==> config.mk <==
export PLATFORM = sky130hd
export DESIGN_NAME = alu_issue_ctrl
export DESIGN_NICKNAME = d
export VERILOG_FILES = /design/src/rtl/alu_issue_ctrl.sv
export SDC_FILE = /design/constraint.sdc
export NUM_CORES = 1
export LEC_CHECK = 0
export ABC_AREA = 1
export CORE_MARGIN = 2
export CORE_UTILIZATION = 45
export CTS_CLUSTER_SIZE = 24
export DETAILED_ROUTE_END_ITERATION = 16
export PLACE_DENSITY = 0.72
export SLEW_MARGIN = 25
export SYNTH_ARGS = -nofsm -noshare
export SYNTH_HDL_FRONTEND = slang
export SYNTH_SLANG_ARGS = --single-unit
==> constraint.sdc <==
create_clock -name clk -period 2.5 [get_ports clk]
set_input_delay 0.25 -clock clk [delete_from_list [all_inputs] [get_ports clk]]
set_output_delay 0.25 -clock clk [all_outputs]
set_load 0.01 [all_outputs]
==> src/rtl/alu_issue_ctrl.sv <==
// Issue/writeback sequencer in front of the ALU: 4-cycle IDLE/READ/EXEC/WB.
// Optional perf counters (retire_cnt, jump_cnt) under ISSUE_PERF_CNT_EN.
module alu_issue_ctrl #(
    parameter int word_size     = 32,
    parameter int opcode_size   = 4,
    parameter int mode_size     = 2,
    parameter int reg_addr_size = 3
) (
    input  logic                     clk,
    input  logic                     reset,
    input  logic [word_size-1:0]     instr,
    input  logic                     instr_valid,
    output logic                     instr_ready,
    output logic [opcode_size-1:0]   opcode,
    output logic [mode_size-1:0]     mode,
    output logic [word_size-1:0]     data_1,
    output logic [word_size-1:0]     data_2,
    output logic                     alu_enable,
    output logic                     alu_zero,
    input  logic [word_size-1:0]     alu_out,
    input  logic                     alu_one,
    output logic                     done,
    output logic                     illegal,
    output logic                     jump_valid,
    output logic [15:0]              jump_target,
`ifdef ISSUE_PERF_CNT_EN
    output logic [15:0]              retire_cnt,
    output logic [15:0]              jump_cnt,
`endif
    input  logic [reg_addr_size-1:0] dbg_addr,
    output logic [word_size-1:0]     dbg_data
);

    typedef enum logic [1:0] {
        S_IDLE,
        S_READ,
        S_EXEC,
        S_WB
    } state_t;

    state_t                   r_state;
    logic [word_size-1:0]     r_instr;
    logic [word_size-1:0]     r_result;
    logic [word_size-1:0]     r_rf [2**reg_addr_size];
    logic [opcode_size-1:0]   r_opcode;
    logic [mode_size-1:0]     r_mode;
    logic [word_size-1:0]     r_data_1;
    logic [word_size-1:0]     r_data_2;
    logic                     r_alu_enable;
    logic                     r_alu_zero;
    logic                     r_done;
    logic                     r_illegal;
    logic                     r_jump_valid;
    logic [15:0]              r_jump_target;

    logic [3:0]               w_op;
    logic [1:0]               w_mode;
    logic [2:0]               w_rd;
    logic [2:0]               w_rs1;
    logic [2:0]               w_rs2;
    logic                     w_nojump;
    logic [15:0]              w_target;
    logic [word_size-1:0]     w_rs1_val;
    logic [word_size-1:0]     w_rs2_val;

    assign w_op      = r_instr[31:28];
    assign w_mode    = r_instr[27:26];
    assign w_rd      = r_instr[25:23];
    assign w_rs1     = r_instr[22:20];
    assign w_rs2     = r_instr[19:17];
    assign w_nojump  = r_instr[16];
    assign w_target  = r_instr[15:0];

    // r0 is hard-wired to zero on every read port
    assign w_rs1_val = (w_rs1 == 3'd0) ? '0 : r_rf[w_rs1];
    assign w_rs2_val = (w_rs2 == 3'd0) ? '0 : r_rf[w_rs2];
    assign dbg_data  = (dbg_addr == '0) ? '0 : r_rf[dbg_addr];

    assign instr_ready = (r_state == S_IDLE) && !reset;
    assign opcode      = r_opcode;
    assign mode        = r_mode;
    assign data_1      = r_data_1;
    assign data_2      = r_data_2;
    assign alu_enable  = r_alu_enable;
    assign alu_zero    = r_alu_zero;
    assign done        = r_done;
    assign illegal     = r_illegal;
    assign jump_valid  = r_jump_valid;
    assign jump_target = r_jump_target;

    always_ff @(posedge clk) begin
        if (reset) begin
            r_state       <= S_IDLE;
            r_instr       <= '0;
            r_result      <= '0;
            r_opcode      <= '0;
            r_mode        <= '0;
            r_data_1      <= '0;
            r_data_2      <= '0;
            r_alu_enable  <= 1'b0;
            r_alu_zero    <= 1'b0;
            r_done        <= 1'b0;
            r_illegal     <= 1'b0;
            r_jump_valid  <= 1'b0;
            r_jump_target <= '0;
            for (int i = 0; i < 2**reg_addr_size; i++) begin
                r_rf[i] <= '0;
            end
        end else begin
            r_alu_enable <= 1'b0;
            r_done       <= 1'b0;
            r_illegal    <= 1'b0;
            r_jump_valid <= 1'b0;
            unique case (r_state)
                S_IDLE: begin
                    if (instr_valid) begin
                        r_instr <= instr;
                        r_state <= S_READ;
                    end
                end
                S_READ: begin
                    r_data_1     <= w_rs1_val;
                    r_data_2     <= w_rs2_val;
                    r_opcode     <= w_op;
                    r_mode       <= w_mode;
                    r_alu_zero   <= w_nojump;
                    r_alu_enable <= !w_mode[1];
                    r_state      <= S_EXEC;
                end
                S_EXEC: begin
                    r_result  <= alu_out;
                    r_done    <= 1'b1;
                    r_illegal <= w_mode[1];
                    if ((w_mode == 2'd1) && alu_one) begin
                        r_jump_valid  <= 1'b1;
                        r_jump_target <= w_target;
                    end
                    r_state <= S_WB;
                end
                S_WB: begin
                    if ((w_mode == 2'd0) && (w_rd != 3'd0)) begin
                        r_rf[w_rd] <= r_result;
                    end
                    r_state <= S_IDLE;
                end
            endcase
        end
    end

`ifdef ISSUE_PERF_CNT_EN
    logic [15:0] r_retire_cnt;
    logic [15:0] r_jump_cnt;

    assign retire_cnt = r_retire_cnt;
    assign jump_cnt   = r_jump_cnt;

    always_ff @(posedge clk) begin
        if (reset) begin
            r_retire_cnt <= '0;
            r_jump_cnt   <= '0;
        end else begin
            if (r_done) r_retire_cnt <= r_retire_cnt + 16'd1;
            if (r_jump_valid) r_jump_cnt <= r_jump_cnt + 16'd1;
        end
    end
`endif

endmodule
# Word-level counts from Yosys, hierarchy flattened
# Memories as Yosys holds them, arrays and structs flattened. A register that Yosys moved wholly into a read port is not among the register bits.
# Cells that the tools add are included.
# word_totals
regBits,157
latch_bits,0
ram_bits,256
rom_bits,0
input_bits,71
output_inout_bits,124
elab_cells,57
memories,1
# classes
addsub,0
multipliers,0
div_mod_pow,0
magnitude_cmp,0
eq_ne,5
n_shift,0
muxes,20
n_bitwise,2
reduce_logical,16
# mem_list
memory,depth,word_bits,rd,rd_clocked_by_memory_dff,write_ports,line_no,text
r_rf,8,32,3,2,8,44,logic [word_size-1:0] r_rf [2**reg_addr_size];
# ops
op,count
$mux 32,4
$reduce_or 32->1,1
$mux 3,5
$logic_not 3->1,3
$mux 1,9
$pmux 2 s4,1
$eq 2x1->1 const B,2
$eq 2x2->1 const B,2
$logic_not 2->1,2
$reduce_and 2->1,2
$reduce_or 2->1,2
$logic_and 1x1->1,3
$reduce_bool 3->1,1
$logic_not 1->1,2
$mux 2,1
$ne 2x2->1 const B,1
$not 1->1,2

# Logic depth before layout (Yosys ltp)
# logic_depth
ltp_word,8
ltp_mapped,9
ltp_nobuf,6

# Worst setup path after synthesis
# OpenSTA, ideal clock, no wires.
# synth_path
path_type,reg2reg
from,register r_instr[23]
to,"memory r_rf[3][0], enable pin"
setup_time_ns,0.389
arrival_ns,1.804
setup_slack_ns,0.306
stages_incl_launch_ff,8
path_buffers,1
synth_period_minus_slack_ns,2.194
cell_sequence,dfxtp_1 > inv_2 > nand2_1 > nand4_4 > nor2_8 > nand2_4 > buf_6 > nand2_1
# synth_lines
item,line_no,text
start: declaration,42,logic [word_size-1:0] r_instr;
start signal: assignment,117,r_instr <= instr;
end: declaration,44,

==> metrics.yaml <==
dieHeight_microns: 224.9
grtUsageMet3_pct: 5.160
overflow: 0
antenna_found_initial: 0
synth.ff_latch_count: 419
clk_latency_ps: 600
drtIter0Drc: 2888
maxCapViolations: 0
cts_tree: "done"
worst_ep_arrival_time_ps: 2160
n_antenna_cell: 0
fin_skew_ps: 10.84
sw_frac_of_total_pct: 36.68
grt_pass1_wl_mm: 113.5
end_kind: "output port"
dpl_cell_area_sq_um: 24580
vias: 21510
hold_viol: 0
fp.coreArea_sq_um: 47950
worstSetupStartpointType: "flop"
drtPass1Iterations: 9
dp_cells: 3627
p_leak_uw: 0.01090
pwr-share-comb_pct: 32.8
die_width_microns: 224.9
use_met2_pct: 46.96
period_needed_ps: 2407
fmax_mhz: 415.4
grt.busiest_layer: "met2"
nNetsFinal: 3137
routedWlPerCell_microns: 20.37
ios: 195
postCtsSetupRepairBufs: 0
p_switching_uw: 8601
grt_max_degree: 129
gp_congestion: 0.8736
fin_area_sq_um: 26210
clockRootBuffer: "clkbuf_16"
syn_inst: 2932
grt_usage_pct: 29.04
port-buffer-count: 194
initial_core_util_pct: 45.79
crit_fanout: 3
use_met1_pct: 36.37
p_per_area_nw_per_um2: 894.4
finalMaxSlewViolations: 0
ys_warn_count: 0
avgSynthCellArea_sq_um: 7.487
dp_hpwl_mm: 44.24
rsz0062_at_grt: "false"
irDropWorstVdd_mv: 0.7377
pwr-share-seq_pct: 36.5
num_rows: 80
finalSetupTns_ps: 0
worstSetupPathType: "flop to output port"
syn-cell-area_sq_um: 21950
p_int_uw: 14840
setup_slack_ps: 92.64
drt_wl_total_mm: 75.67
layout-drive-gt1-share_pct: 6.097
antenna_left: 0
htree_levels: 2
drc: 0
ys_seq_area_share_pct: 49.88
timing.slew.headroom_pct: 30.54
fp.dieArea_sq_um: 50570
tightestPinTransition_ps: 1042
clkSlewWorstSetupHoldPaths_ps: 60
clock-sinks: 419
fin_cells: 3715
setup_viol: 0
worstHoldPathType: "input port to flop"
area_growth_pct: 19.41
first_global_vias: 20990
status: "completed"
clock_power_share_pct: 30.7
cp.required_ps: 2250
cts_buffers: 47
p_total_uw: 23450
viasPerCell: 5.791
period_share_pct: 96.29
synthDistinctLibCells: 26
dpl_worst_slack_ps: 28.17
clockBufferDepth: 3
## cell usage in the layout, fill, tap and decap left out, types with 4 or more instances in the layout
cell type,n
inv_1,325
clkinv_1,8
inv_2,9
o21ai_1,24
dlymetal6s2s_1,5
bufinv_16,5
conb_1,32
buf_12,24
edfxtp_1,256
nand2_2,10
o21ai_0,219
nor3_1,5
clkinv_2,10
clkbuf_16,50
nand2_1,663
nand3_1,457
nand2_4,4
dfxtp_1,158
ha_1,5
nor2_1,332
a21oi_1,230
clkinvlp_4,5
buf_4,45
clkdlybuf4s50_1,185
## cell type report
| type | count | area [sq um] |
|---|---|---|
| fill | 4321 | 21730 |
| sequential | 419 | 10960 |
| multi-input combinational | 1994 | 8850 |
| timing repair buffer | 261 | 2743 |
| clock buffer | 55 | 1290 |
| inverter | 338 | 1277 |
| tap | 615 | 769.5 |
| clock inverter | 33 | 322.8 |
## state kept, by name (all words and copies together) (netlist names), named ones only
name and count:
data_2 32, data_1 32, alu_enable 1, r_result 32, r_state 2, mode 2, jump_valid 1, alu_zero 1
illegal 1, r_rf 256, opcode 4, jump_target 16, done 1, r_instr 32
## power by group through the flow
| stage | registers [uW] | logic (uW) | clock network [uW] |
|---|---|---|---|
| 2_1_floorplan | 8700 | 4500 | 0 |
| 3_3_place_gp | 8660 | 7210 | 0 |
| 3_5_place_dp | 8680 | 7440 | 0 |
| 4_1_cts | 8550 | 7490 | 7260 |
| 5_1_grt | 8650 | 8260 | 7520 |
| 6_report | 8560 | 7700 | 7190 |
## routing by layer
layer	wire length [microns]	part of all wire (%)
met5	0	0
met4	4262	5.6
met3	8856	12
met2	34370	45
met1	28180	37
## cells in the mapped netlist
| cell type | n | area, sq um |
|---|---|---|
| clkbuf_1 | 100 | 375.4 |
| nand4_4 | 1 | 21.27 |
| o21ai_1 | 23 | 115.1 |
| ha_1 | 5 | 62.56 |
| o21ai_0 | 222 | 1111 |
| nand4_1 | 1 | 6.260 |
| nor3_1 | 5 | 25.02 |
| buf_2 | 59 | 295.3 |
| and3_1 | 4 | 25.02 |
| nor2_8 | 1 | 20.02 |
| nand3_1 | 457 | 2287 |
| buf_4 | 3 | 22.52 |
| nand2_1 | 670 | 2515 |
| buf_1 | 27 | 101.4 |
| conb_1 | 1 | 3.750 |
| nand2_2 | 3 | 18.77 |
| inv_1 | 329 | 1235 |
| nor2_4 | 1 | 11.26 |
| edfxtp_1 | 256 | 7687 |
| inv_2 | 9 | 33.78 |
| a211oi_1 | 1 | 7.510 |
| nand2_4 | 4 | 45.04 |
| dfxtp_1 | 163 | 3263 |
| nor2_1 | 334 | 1254 |
| buf_6 | 23 | 259.0 |
| a21oi_1 | 230 | 1151 |
## what timing repair did
action,in CTS,in global routing
hold buffers,0,0
endpoints found under the setup margin,1,8
resized for setup,1,12
pin swaps,0,1
## critical path: stages (launching register included)
cell             delay (ps)
edfxtp_1                330
inv_1                    60
a21oi_1                 130
o21ai_0                  90
nand2_1                  70
inv_1                    30
o21ai_0                 250
clkdlybuf4s50_1         610
## worst paths after layout
check	start	to	slack (ps)	cells past startpoint
worst max-delay path	r_rf[2][1]	dbg_data[1]	90	7
worst min-delay path	reset	done	220	3
worst max register to register	r_state[1]	data_1[9]	210	7
worst min register to register	data_1[5]	data_1[5]	460	2
## per-stage QoR
step	hold slack (ps)	util, %
after CTS	198.8	54.63
after floorplan	416.7	-
after detailed placement	455.6	51.26
after global placement	454.0	51.26
final	222.5	54.67
after global routing	239.5	54.67
## cell families (layout without fill, tap and decap cells)
family	after synthesis	after routing	synth area share, %
adders and majority gates	5	5	0.2850
other	1	32	0.01708
and+or+nand+nor	1481	1481	28.37
buffers and inverters	550	687	10.58
DFF	419	419	49.88
AOI/OAI and AO/OA	476	476	10.86
No activity file was read; power rests on OpenSTA's default activity.
